[src/rtl/vector_store_unit.sv]
// Vector store unit: serialises lanes 0..7 of a 16x16-bit vector register into
// a byte-wide image memory, one masked byte write per unstalled cycle.
module vector_store_unit #(
  parameter int IMAGE_WIDTH  = 96,
  parameter int IMAGE_HEIGHT = 96,
  parameter int PIX_SIZE     = 8,
  parameter int SAT          = 1
) (
  input  logic                CLK,
  input  logic                RST,
  input  logic                start,
  input  logic [15:0]         Addr,
  input  logic [15:0][15:0]   WD,
  input  logic [7:0]          mask,
  input  logic                mem_stall,
  output logic                mem_we,
  output logic [15:0]         mem_addr,
  output logic [PIX_SIZE-1:0] mem_wd,
  output logic                busy,
  output logic                done
);

  localparam logic [15:0] DEPTH = 16'(IMAGE_WIDTH * IMAGE_HEIGHT);

  typedef enum logic [1:0] {S_IDLE, S_WRITE, S_DONE} state_e;

  state_e              state_q, state_d;
  logic [3:0]          lane_q, lane_d;
  logic [15:0]         base_q, base_d;
  logic [7:0][15:0]    data_q, data_d;
  logic [7:0]          mask_q, mask_d;
  logic                mem_we_q, mem_we_d;
  logic [15:0]         mem_addr_q, mem_addr_d;
  logic [PIX_SIZE-1:0] mem_wd_q, mem_wd_d;
  logic                busy_q, busy_d;
  logic                done_q, done_d;

  logic [15:0]         lane_sum;
  logic [15:0]         lane_addr;
  logic [15:0]         lane_val;
  logic [PIX_SIZE-1:0] lane_byte;
  logic                unused_upper_lanes;

  // Lanes 8..15 never reach memory from this unit.
  assign unused_upper_lanes = ^WD[15:8];

  // base_q is already reduced below DEPTH, so one conditional subtract wraps.
  assign lane_sum  = base_q + {12'd0, lane_q};
  assign lane_addr = (lane_sum >= DEPTH) ? (lane_sum - DEPTH) : lane_sum;
  assign lane_val  = data_q[lane_q[2:0]];

  always_comb begin
    lane_byte = lane_val[PIX_SIZE-1:0];
    if ((SAT != 0) && ((lane_val >> PIX_SIZE) != 16'd0)) lane_byte = '1;
  end

  always_comb begin
    // NOTE: every next-state signal gets a default first so no path infers a latch.
    state_d    = state_q;
    lane_d     = lane_q;
    base_d     = base_q;
    data_d     = data_q;
    mask_d     = mask_q;
    mem_we_d   = 1'b0;
    mem_addr_d = mem_addr_q;
    mem_wd_d   = mem_wd_q;
    busy_d     = busy_q;
    done_d     = 1'b0;
    unique case (state_q)
      S_IDLE: begin
        if (start) begin
          base_d  = Addr % DEPTH;
          data_d  = WD[7:0];
          mask_d  = mask;
          lane_d  = 4'd0;
          busy_d  = 1'b1;
          state_d = S_WRITE;
        end
      end
      S_WRITE: begin
        // Lane index 8 is the bookkeeping slot that lines done up with S_DONE.
        if (lane_q == 4'd8) begin
          done_d  = 1'b1;
          busy_d  = 1'b0;
          state_d = S_DONE;
        end else if (!mem_stall) begin
          mem_addr_d = lane_addr;
          mem_wd_d   = lane_byte;
          mem_we_d   = mask_q[lane_q[2:0]];
          lane_d     = lane_q + 4'd1;
        end
      end
      S_DONE: begin
        state_d = S_IDLE;
      end
      default: begin
        state_d = S_IDLE;
      end
    endcase
  end

  // NOTE: sequential state uses non-blocking assignments only.
  always_ff @(posedge CLK) begin
    if (RST) begin
      state_q    <= S_IDLE;
      lane_q     <= 4'd0;
      mem_we_q   <= 1'b0;
      mem_addr_q <= 16'd0;
      mem_wd_q   <= '0;
      busy_q     <= 1'b0;
      done_q     <= 1'b0;
    end else begin
      state_q    <= state_d;
      lane_q     <= lane_d;
      mem_we_q   <= mem_we_d;
      mem_addr_q <= mem_addr_d;
      mem_wd_q   <= mem_wd_d;
      busy_q     <= busy_d;
      done_q     <= done_d;
    end
  end

  // NOTE: payload registers are always loaded before use, so they carry no reset.
  always_ff @(posedge CLK) begin
    base_q <= base_d;
    data_q <= data_d;
    mask_q <= mask_d;
  end

  assign mem_we   = mem_we_q;
  assign mem_addr = mem_addr_q;
  assign mem_wd   = mem_wd_q;
  assign busy     = busy_q;
  assign done     = done_q;

endmodule

[config.mk]
export PLATFORM = sky130hd
export DESIGN_NAME = vector_store_unit
export DESIGN_NICKNAME = d
export VERILOG_FILES = /design/src/rtl/vector_store_unit.sv
export SDC_FILE = /design/constraint.sdc
export NUM_CORES = 1
export LEC_CHECK = 0
export ABC_AREA = 0
export BUFFER_PORTS_ARGS = -buffer_cell sky130_fd_sc_hd__buf_4
export CORE_ASPECT_RATIO = 1.2
export CORE_MARGIN = 1
export CORE_UTILIZATION = 37
export DETAILED_ROUTE_END_ITERATION = 8
export GPL_ROUTABILITY_DRIVEN = 0
export SLEW_MARGIN = 20
export SYNTH_ARGS = -nofsm -noshare
export SYNTH_HDL_FRONTEND = slang
export SYNTH_SLANG_ARGS = --single-unit
[constraint.sdc]
create_clock -name CLK -period 13.75 [get_ports CLK]
set_input_delay 0.6875 -clock CLK [delete_from_list [all_inputs] [get_ports CLK]]
set_output_delay 0.6875 -clock CLK [all_outputs]
set_load 0.02 [all_outputs]
==> results.txt, run 1 <==
pwr dens -> 128.3 mW/mm2
Combinational Power Share -> 8.4%
full die area -> 0.02086 mm2
final global-route overflow total -> 0
GRT Total Usage -> 16.66%
WL per Instance -> 17.29 um
layout overhead on the synthesized area -> 29.71%
first-pass GRT wire length -> 25,740 um
Crit path top cell by count -> ha_1
Worst Path Arrival -> 3.98 ns
min cycle time layout -> 3.614 ns
fmax -> 0.2767 GHz
Pwr Total -> 1248 uW
IR drop worst, VDD -> 81.10 uV
final core utilization -> 49.43%
Vias -> 4,826
Power Internal -> 942.2 uW
WP buf/inv -> 0
async set or reset register ratio after synthesis -> 0%
Hold Fails Final Rpt -> 0
Core Footprint -> 0.01969 mm2
Post-Syn Area -> 0.007503 mm2
clock sinks -> 185
clock power share -> 39.1%
DR iter-0 viols -> 258
initial antenna violation count -> 0
Routed Antenna Nets -> 0
Fillers -> 1,699
crit-path max FO -> 9
Post-synth EDFFs -> 152
register area share after synthesis -> 69.63%
row count -> 56
clock skew -> 0.01232 ns
clock root buffer -> clkbuf_16
total wire length -> 16,660 um
P_leak -> 0.003549 uW
pre-CTS worst setup slack -> 10.13 ns
slowest stage delay, CP -> 0.58 ns
worst-margin pin slew -> 0.8838 ns
CTS tree -> yes
pin count of the biggest net entering global routing -> 68
Startpoint Class -> flip-flop
synthesized flop and latch total -> 185
CTS resizes -> 0
vias in the first global route -> 4,846
Slowest cell on crit path -> dfxtp_1
I/O pins -> 311
Max Cap Viol -> 0
Yosys warning total -> 0
share of layout cells above drive strength 1 -> 35.61%
synthesized area per cell -> 14.66 um2
Setup crit end kind -> flip-flop
cell count after synthesis -> 512
number of H-tree levels -> 4
cts hold-fix bufs -> 0
Min-Delay Path Class -> input port to flip-flop
Vias/cell -> 5.011
# DRC -> 0
die height -> 158 um
clock-pin slew on the worst setup and hold paths -> 0.08 ns
most used flip-flop cell after synthesis -> edfxtp_1
worst relative slew slack -> 41.08%
Cell Chain, Critical Path -> ha_1, a21o_1, a31oi_1, nor4b_1, xnor2_1, ha_1, nand3b_1, nor4_2, a41oi_2, or3b_1, a21oi_1
Pre-Repair DR Iteration Count -> 4
antenna fix cells -> 0
switching power -> 306.2 uW
CP top delay family -> compound AO/OA/AOI/OAI gates
CTS Buf Count -> 17
Sw Share -> 24.53%
Chip Width -> 132 um
max-slew violation count -> 0
Clock Tree Buf Depth -> 2
count of input and output buffers -> 182
CP required -> 14.12 ns
CP Class -> flip-flop to flip-flop
Distinct cells, synth -> 60
ratio of final minimum period to clock period -> 26.28%
Setup violations, final -> 0
Initial Util -> 38.11%
worst skew pair latency -> 0.43 ns
Post-CTS Setup Bufs -> 0
Post-DP HPWL -> 11,910 um
status -> completed
RSZ-0062 raised after global routing -> false
total negative slack -> 0 ns
Setup WS post-layout -> 10.14 ns
nets -> 982
sequential power share -> 52.4%
## final timing paths
| check | start | end | slack (ns) | cells past startpoint |
|---|---|---|---|---|
| worst max-delay path | lane_q[1] | mem_addr[14] | 10.14 | 11 |
| worst min-delay path | WD[20] | data_q[20] | 0.42 | 1 |
| worst max register to register | lane_q[1] | mem_addr[14] | 10.14 | 11 |
| worst min register to register | mem_addr[2] | mem_addr[2] | 0.46 | 2 |
## power groups by stage
stage               logic, uW  clock network [uW]  registers (uW)
floorplan                48.0                   0             677
global placement          104                   0             666
detailed placement        106                   0             668
CTS                       107                 499             655
global route              115                 524             657
finish                    105                 489             654
## cells in the final DEF, fill, tap and decap left out, types with 2 or more instances in the layout
cell / Yosys / routed
a2111oi_0: 9 / 9
a211oi_1: 10 / 10
a21o_1: 3 / 3
a21oi_1: 21 / 21
a22oi_1: 4 / 4
a311oi_1: 3 / 3
a31oi_1: 6 / 6
buf_4: 0 / 189
clkbuf_16: 0 / 17
clkinv_4: 0 / 2
clkinv_8: 0 / 4
conb_1: 1 / 2
dfxtp_1: 33 / 32
edfxtp_1: 152 / 152
ha_1: 8 / 8
inv_1: 6 / 6
inv_6: 0 / 3
inv_8: 0 / 5
mux2i_1: 2 / 2
mux4_2: 18 / 18
nand2_1: 27 / 27
nand2b_1: 6 / 6
nand3_1: 5 / 5
nand3b_1: 5 / 5
nand4_1: 6 / 6
nor2_1: 48 / 48
nor2b_1: 11 / 11
nor3_1: 21 / 20
nor3b_1: 3 / 2
nor4_1: 8 / 8
o211ai_1: 2 / 2
o21ai_0: 9 / 9
or3_1: 2 / 2
or4_1: 8 / 8
xnor2_1: 7 / 7
xor2_1: 9 / 9
## state kept, by name, indices dropped and copies added (netlist names)
signal    count
lane_q        4
mask_q        8
state_q       2
mem_we        1
mem_wd        8
done          1
data_q      128
base_q       16
busy          1
mem_addr     16
## cell families after synthesis
| family | Yosys count | share of synthesized area [%] |
|---|---|---|
| and+or+nand+nor | 161 | 11.29 |
| xor gates and xnor gates | 17 | 2.235 |
| other | 1 | 0.04998 |
| buffers and inverters | 38 | 1.968 |
| adders and majority gates | 9 | 1.601 |
| DFF | 185 | 69.63 |
| AOI/OAI and AO/OA | 81 | 7.554 |
| muxes | 20 | 5.670 |
## worst register-to-register path, stage by stage, from the launching register on
cell	delay, ns
dfxtp_1	0.58
ha_1	0.31
a21o_1	0.19
a31oi_1	0.49
nor4b_1	0.17
xnor2_1	0.33
ha_1	0.21
nand3b_1	0.08
nor4_2	0.40
a41oi_2	0.25
or3b_1	0.40
a21oi_1	0.14
## final cells by class
cell class                 count  area [um2]  share of cell area, %
sequential                   185        5226                  53.70
multi-input combinational    290        2145                  22.03
timing repair buffer         189        1419                  14.58
clock buffer                  17       425.4                  4.371
tap                          261       326.6                  3.355
clock inverter                15       168.9                  1.735
inverter                       6       22.52                 0.2314
## routing by layer
metal / vias to the layer above / routed length (um) / share of wire [%] / global-route usage (%)
met2: 187 / 7845 / 47 / 26.38
met3: 14 / 1432 / 8.6 / 6.308
met1: 2293 / 7172 / 43 / 20.86
met5: - / 0 / 0 / 0
met4: 0 / 204 / 1.2 / 5.980
li1: 2332 / - / - / -
## stage by stage
stage          hold slack, ns  area [um2]  std cells
6_report               0.4218        9733        963
5_1_grt                0.3947        9733        963
4_1_cts                0.4046        9733        963
3_5_place_dp           0.4472        9139        931
3_3_place_gp           0.4471        9139        931
2_1_floorplan          0.4652        7507        513
## synth_stat cells (all sizes together) (8+ instances only)
| library cell | count | share of area (%) |
|---|---|---|
| a211oi | 10 | 1.0 |
| or4 | 8 | 0.80 |
| mux4 | 18 | 5.4 |
| nor2b | 11 | 0.92 |
| nor4 | 9 | 0.83 |
| a2111oi | 9 | 1.1 |
| nor3 | 21 | 1.4 |
| xor2 | 9 | 1.1 |
| clkbuf | 26 | 1.3 |
| a21oi | 21 | 1.4 |
| edfxtp | 152 | 61 |
| ha | 8 | 1.3 |
| xnor2 | 8 | 1.2 |
| o21ai | 10 | 0.67 |
| nor2 | 48 | 2.4 |
| nand2 | 27 | 1.4 |
| dfxtp | 33 | 8.8 |
(Power assumes the default switching activity.)
==> run 2, diff against run 1 <==
Settings changed: ABC_AREA 0 to 1.
Clock period 13.75 ns to 3.4 ns, I/O delays scaled along.
==> run 2 against run 1 <==
Synthesized cell count rose by 32%; global-route usage rose by 3.1 points; die area increased by 2.4%; largest cell class unchanged; cell count is 33% higher; maximum frequency increased by 18%; non-clock buffer count rose by 149; wire length increased by 19%.
==> results.txt, run 2 <==
clock skew -> 0.01322 ns
synthesized area per cell -> 11.41 um2
max-slew violation count -> 0
Routed Antenna Nets -> 0
switching power -> 1343 uW
Worst Path Arrival -> 3.39 ns
layout overhead on the synthesized area -> 48.88%
Sw Share -> 25.34%
I/O pins -> 311
pin count of the biggest net entering global routing -> 125
Distinct cells, synth -> 42
Combinational Power Share -> 12.5%
biggest area consumer among synthesized cells -> edfxtp_1
Post-Syn Area -> 0.007687 mm2
WL per Instance -> 15.45 um
crit-path max FO -> 6
ratio of final minimum period to clock period -> 90.32%
number of H-tree levels -> 4
Hold Fails Final Rpt -> 0
vias in the first global route -> 6,338
async set or reset register ratio after synthesis -> 0%
clock sinks -> 185
area post-placement -> 0.009373 mm2
Setup crit end kind -> flip-flop
status -> completed
row count -> 57
worst skew pair latency -> 0.43 ns
total wire length -> 19,860 um
min cycle time layout -> 3.071 ns
Initial Util -> 37.82%
final global-route overflow total -> 0
antenna fix cells -> 0
sequential power share -> 50.5%
Post-DP HPWL -> 12,960 um
full die area -> 0.02136 mm2
worst-margin pin slew -> 0.6980 ns
CTS Buf Count -> 17
Inst Count DP -> 1,106
DR iter-0 viols -> 340
Max Cap Viol -> 0
Power Internal -> 3956 uW
Post-synth EDFFs -> 152
share of layout cells above drive strength 1 -> 25.88%
Chip Width -> 133.6 um
Synth top cells by count -> edfxtp_1, nand2_1, nor2_1, inv_1, nand3_1
met1 usage -> 23.11%
clock-pin slew on the worst setup and hold paths -> 0.08 ns
Pre-Repair DR Iteration Count -> 7
Clock Tree Buf Depth -> 2
cell count after synthesis -> 674
Vias -> 6,082
design area -> 0.01144 mm2
final core utilization -> 56.31%
commonest cells after routing, fill and taps aside -> buf_4, edfxtp_1, dlygate4sd3_1
clock power share -> 37.0%
CP required -> 3.72 ns
worst relative slew slack -> 53.47%
nets -> 1,300
total negative slack -> 0 ns
fin cells -> 1,285
die height -> 159.9 um
CTS tree -> yes
met2 Track Usage GR -> 35.23%
top-count cell post-synth -> edfxtp_1
Setup violations, final -> 0
# DRC -> 0
busiest layer in global routing -> met2
Vias/cell -> 4.733
count of input and output buffers -> 182
P_leak -> 0.004700 uW
top cell type's share of synthesized area -> 59.38%
pwr dens -> 463.1 mW/mm2
Min Hold Slack -> 0.06028 ns
commonest non-fill, non-tap cell in the layout -> buf_4
top post-synthesis cells by area -> edfxtp_1, dfxtp_1, nand2_1, nor2_1, inv_1
clock root buffer -> clkbuf_16
GRT Total Usage -> 19.81%
first-pass GRT wire length -> 32,210 um
RSZ-0062 raised after global routing -> false
Biggest register -> data_q
Startpoint Class -> flip-flop
most used flip-flop cell after synthesis -> edfxtp_1
IR drop worst, VDD -> 340.7 uV
CP Class -> flip-flop to flip-flop
Yosys warning total -> 0
fmax -> 0.3256 GHz
initial antenna violation count -> 0
register area share after synthesis -> 67.97%
met3 usage -> 4.381%
Min-Delay Path Class -> input port to flip-flop
Core Footprint -> 0.02033 mm2
synthesized flop and latch total -> 185
max reg flops -> 128
-- run 2: cell types whose count changed after synthesis, moves of 9 or more --
| cell | change |
|---|---|
| a21oi_1 | +16 |
| a211oi_1 | -10 |
| o21ai_0 | +27 |
| nand2_1 | +78 |
| mux4_2 | -18 |
| nand3_1 | +35 |
| a2111oi_0 | -9 |
| nor2b_1 | -11 |
| a22oi_1 | +12 |
| inv_1 | +54 |
| nand2_2 | +15 |
| nor2_1 | +13 |
-- run 2: area by class of cell --
class	instances	area (um2)
timing repair buffer	338	2918
sequential	185	5225
tap	265	331.6
clock inverter	15	175.2
multi-input combinational	401	2126
inverter	64	244.0
fill	1688	8881
clock buffer	17	425.4
-- run 2: repair_timing --
item                                    in CTS  in global routing
endpoints found under the hold margin      152                  0
endpoints found under the setup margin       0                  0
gates resized for setup                      0                  0
setup buffers                                0                  0
hold buffers                               147                  0
-- run 2: final timing paths --
kind	from	slack [ns]	to	cells past startpoint
min	Addr[10]	0.06	base_q[10]	3
min reg2reg	mem_addr[15]	0.47	mem_addr[15]	2
max reg2reg	lane_q[0]	0.33	mem_addr[13]	20
max	lane_q[0]	0.33	mem_addr[13]	20
-- run 2: layer usage --
layer / wire [um] / up-vias
met3: 952 / 30
met1: 8114 / 2835
met4: 497 / 0
met5: 0 / -
li1: - / 3032
met2: 10290 / 185
-- run 2: logic make-up after synthesis --
group	Yosys count	share of synthesized area, %
compound gates	110	8.415
xor+xnor	3	0.3419
fa+ha+maj	9	1.563
buf+inv	89	4.508
flops	185	67.97
other cells	1	0.04878
simple gates	277	17.15
-- run 2: worst max-delay path, cell delays in order, from the launching register on --
cell and delay [ns]:
dfxtp_1 0.33, ha_1 0.23, inv_1 0.08, fa_1 0.40, inv_1 0.15, nand3_1 0.12, nand2_2 0.15, nand4_1 0.11
nand2_2 0.13, ha_1 0.16, nand3b_1 0.08, nor2_1 0.12, nand3_1 0.08, nor2_1 0.15, nand3_1 0.10, nor2_2 0.11
nand3_2 0.13, nand2_4 0.13, nand2_1 0.05, nand2_1 0.09, a21oi_2 0.05
-- run 2: power groups by stage --
stage | sequential [uW] | combinational, uW | clock, uW
6_report | 2670 | 663 | 1960
2_1_floorplan | 2740 | 250 | 0
4_1_cts | 2670 | 662 | 2010
3_5_place_dp | 2720 | 524 | 0
3_3_place_gp | 2720 | 516 | 0
5_1_grt | 2690 | 731 | 2090
-- run 2: through the flow --
| stage | setup WS, ns | power, uW |
|---|---|---|
| 2_1_floorplan | 0.2139 | 2994 |
| 3_3_place_gp | 0.3482 | 3236 |
| 3_5_place_dp | 0.3002 | 3248 |
| 4_1_cts | 0.2865 | 5341 |
| 5_1_grt | 0.06267 | 5511 |
| 6_report | 0.3291 | 5299 |
==> run 3, diff against run 2 <==
Clock period 3.4 ns to 3 ns, I/O delays scaled along.
==> run 3 against run 2 <==
Maximum frequency is 14% higher; clock skew is 0.0017 ns lower; combinational power up 16%; critical path depth did not move; die area stayed put; sequential share of layout area fell by 0.33 points; critical path type unchanged; global-route usage barely moved; largest power group unchanged; sequential power rose by 13%.
==> results.txt, run 3 (synthesis results as in run 2) <==
layout overhead on the synthesized area -> 50.03%
worst skew pair latency -> 0.43 ns
CP required -> 3.32 ns
Initial Util -> 37.82%
flop2flop setup slack -> 0.29 ns
IR drop worst, VDD -> 444.3 uV
total wire length -> 20,240 um
full die area -> 0.02136 mm2
Min-Delay Path Class -> input port to flip-flop
Routed Antenna Nets -> 0
Biggest register -> data_q
first-pass GRT wire length -> 32,170 um
Setup violations, final -> 0
min cycle time layout -> 2.705 ns
Hold Fails Final Rpt -> 0
Worst Reg2Reg Path Length in Cells -> 20
clock-pin slew on the worst setup and hold paths -> 0.08 ns
ratio of final minimum period to clock period -> 90.18%
number of H-tree levels -> 4
commonest cells after routing, fill and taps aside -> buf_4, edfxtp_1, dlygate4sd3_1
pwr dens -> 518.6 mW/mm2
Vias/cell -> 4.730
Combinational Power Share -> 12.9%
CP Class -> flip-flop to flip-flop
commonest non-fill, non-tap cell in the layout -> buf_4
Critical R2R Launch -> lane_q[0]
Sw Share -> 25.10%
Pre-Repair DR Iteration Count -> 5
Max Cap Viol -> 0
clock power share -> 36.4%
crit-path max FO -> 6
multi-input logic area -> 0.002158 mm2
Chip Width -> 133.6 um
# DRC -> 0
RSZ-0062 raised after global routing -> false
Setup crit end kind -> flip-flop
vias in the first global route -> 6,363
max-slew violation count -> 0
Power Internal -> 4480 uW
Critical path origin -> lane_q[0]
Clock Tree Buf Depth -> 2
CTS Buf Count -> 17
clock sinks -> 185
DR iter-0 viols -> 322
RR Endpoint -> mem_addr[13]
sequential power share -> 50.7%
worst relative slew slack -> 57.03%
WL per Instance -> 15.65 um
pin count of the biggest net entering global routing -> 71
CTS tree -> yes
GRT Total Usage -> 19.85%
final global-route overflow total -> 0
nets -> 1,308
Startpoint Class -> flip-flop
clock skew -> 0.01156 ns
Core Footprint -> 0.02033 mm2
worst-margin pin slew -> 0.6439 ns
I/O pins -> 311
count of input and output buffers -> 182
P_leak -> 0.004725 uW
initial antenna violation count -> 0
Fillers -> 1,670
total negative slack -> 0 ns
final core utilization -> 56.74%
row count -> 57
max reg flops -> 128
FF/Latch Area -> 0.005228 mm2
Worst Path Arrival -> 3.02 ns
status -> completed
share of layout cells above drive strength 1 -> 27.04%
CP Capture Point -> mem_addr[13]
Post-DP HPWL -> 13,240 um
Min Hold Slack -> 0.03520 ns
antenna fix cells -> 0
fmax -> 0.3696 GHz
switching power -> 1501 uW
clock root buffer -> clkbuf_16
die height -> 159.9 um
Vias -> 6,116
run 3: final cells by class:
class / count / area share, %
Clock inverter: 14 / 1.323
Timing Repair Buffer: 346 / 25.93
Clock buffer: 18 / 3.721
Inverter: 64 / 2.115
Multi-Input combinational cell: 401 / 18.71
Sequential cell: 185 / 45.32
Tap cell: 265 / 2.875
run 3: worst min-delay path by stage:
stage	start	end	slack (ns)	depth (start not counted)
after floorplan	Addr[0]	base_q[0]	0.25	0
after global placement	WD[75]	data_q[75]	0.33	1
after detailed placement	WD[32]	data_q[32]	0.33	1
after CTS	Addr[10]	base_q[10]	0.02	3
after global routing	Addr[10]	base_q[10]	0.03	3
final	Addr[10]	base_q[10]	0.04	3
run 3: per-stage QoR:
step | total power [uW] | instance area, um2 | std cells | worst slack [ns]
finish | 5981 | 11530 | 1293 | 0.2947
global route | 6205 | 11530 | 1293 | 0.03522
CTS | 6004 | 11490 | 1291 | 0.1846
detailed placement | 3691 | 9435 | 1112 | 0.1898
global placement | 3680 | 9435 | 1112 | 0.1814
floorplan | 3394 | 7700 | 675 | -0.1045
run 3: per-layer routing:
layer,track usage (%),wire (um),vias up
li1,-,-,3046
met1,22.66,8141,2833
met2,35.58,10500,205
met3,4.571,1055,32
met4,7.903,540,0
met5,0,0,-
run 3: critical path, cell delays in order, from the launching register on:
cell and delay (ns):
dfxtp_1 0.33, ha_1 0.17, inv_1 0.06, fa_2 0.34, inv_1 0.08, nand3_1 0.11
nand2_2 0.10, nand4_1 0.09, nand2_2 0.12, ha_1 0.17, nand3b_1 0.09, nor2_1 0.11
nand3_1 0.08, nor2_1 0.11, nand3_1 0.09, nor2_2 0.10, nand3_2 0.13, nand2_4 0.14
nand2_1 0.05, nand2_1 0.09, a21oi_2 0.05
run 3: power groups by stage:
stage / Clock [uW] / Sequential, uW / Combinational [uW]
after global routing: 2310 / 3050 / 846
final: 2180 / 3030 / 772
after global placement: 0 / 3080 / 597
after detailed placement: 0 / 3090 / 604
after floorplan: 0 / 3110 / 284
after CTS: 2210 / 3030 / 762
run 3: what timing repair did:
item / in CTS / in global routing
setup buffers: 0 / 2
endpoints found under the setup margin: 0 / 6
resized for setup: 0 / 6
hold buffers: 147 / 0
endpoints found under the hold margin: 154 / 0
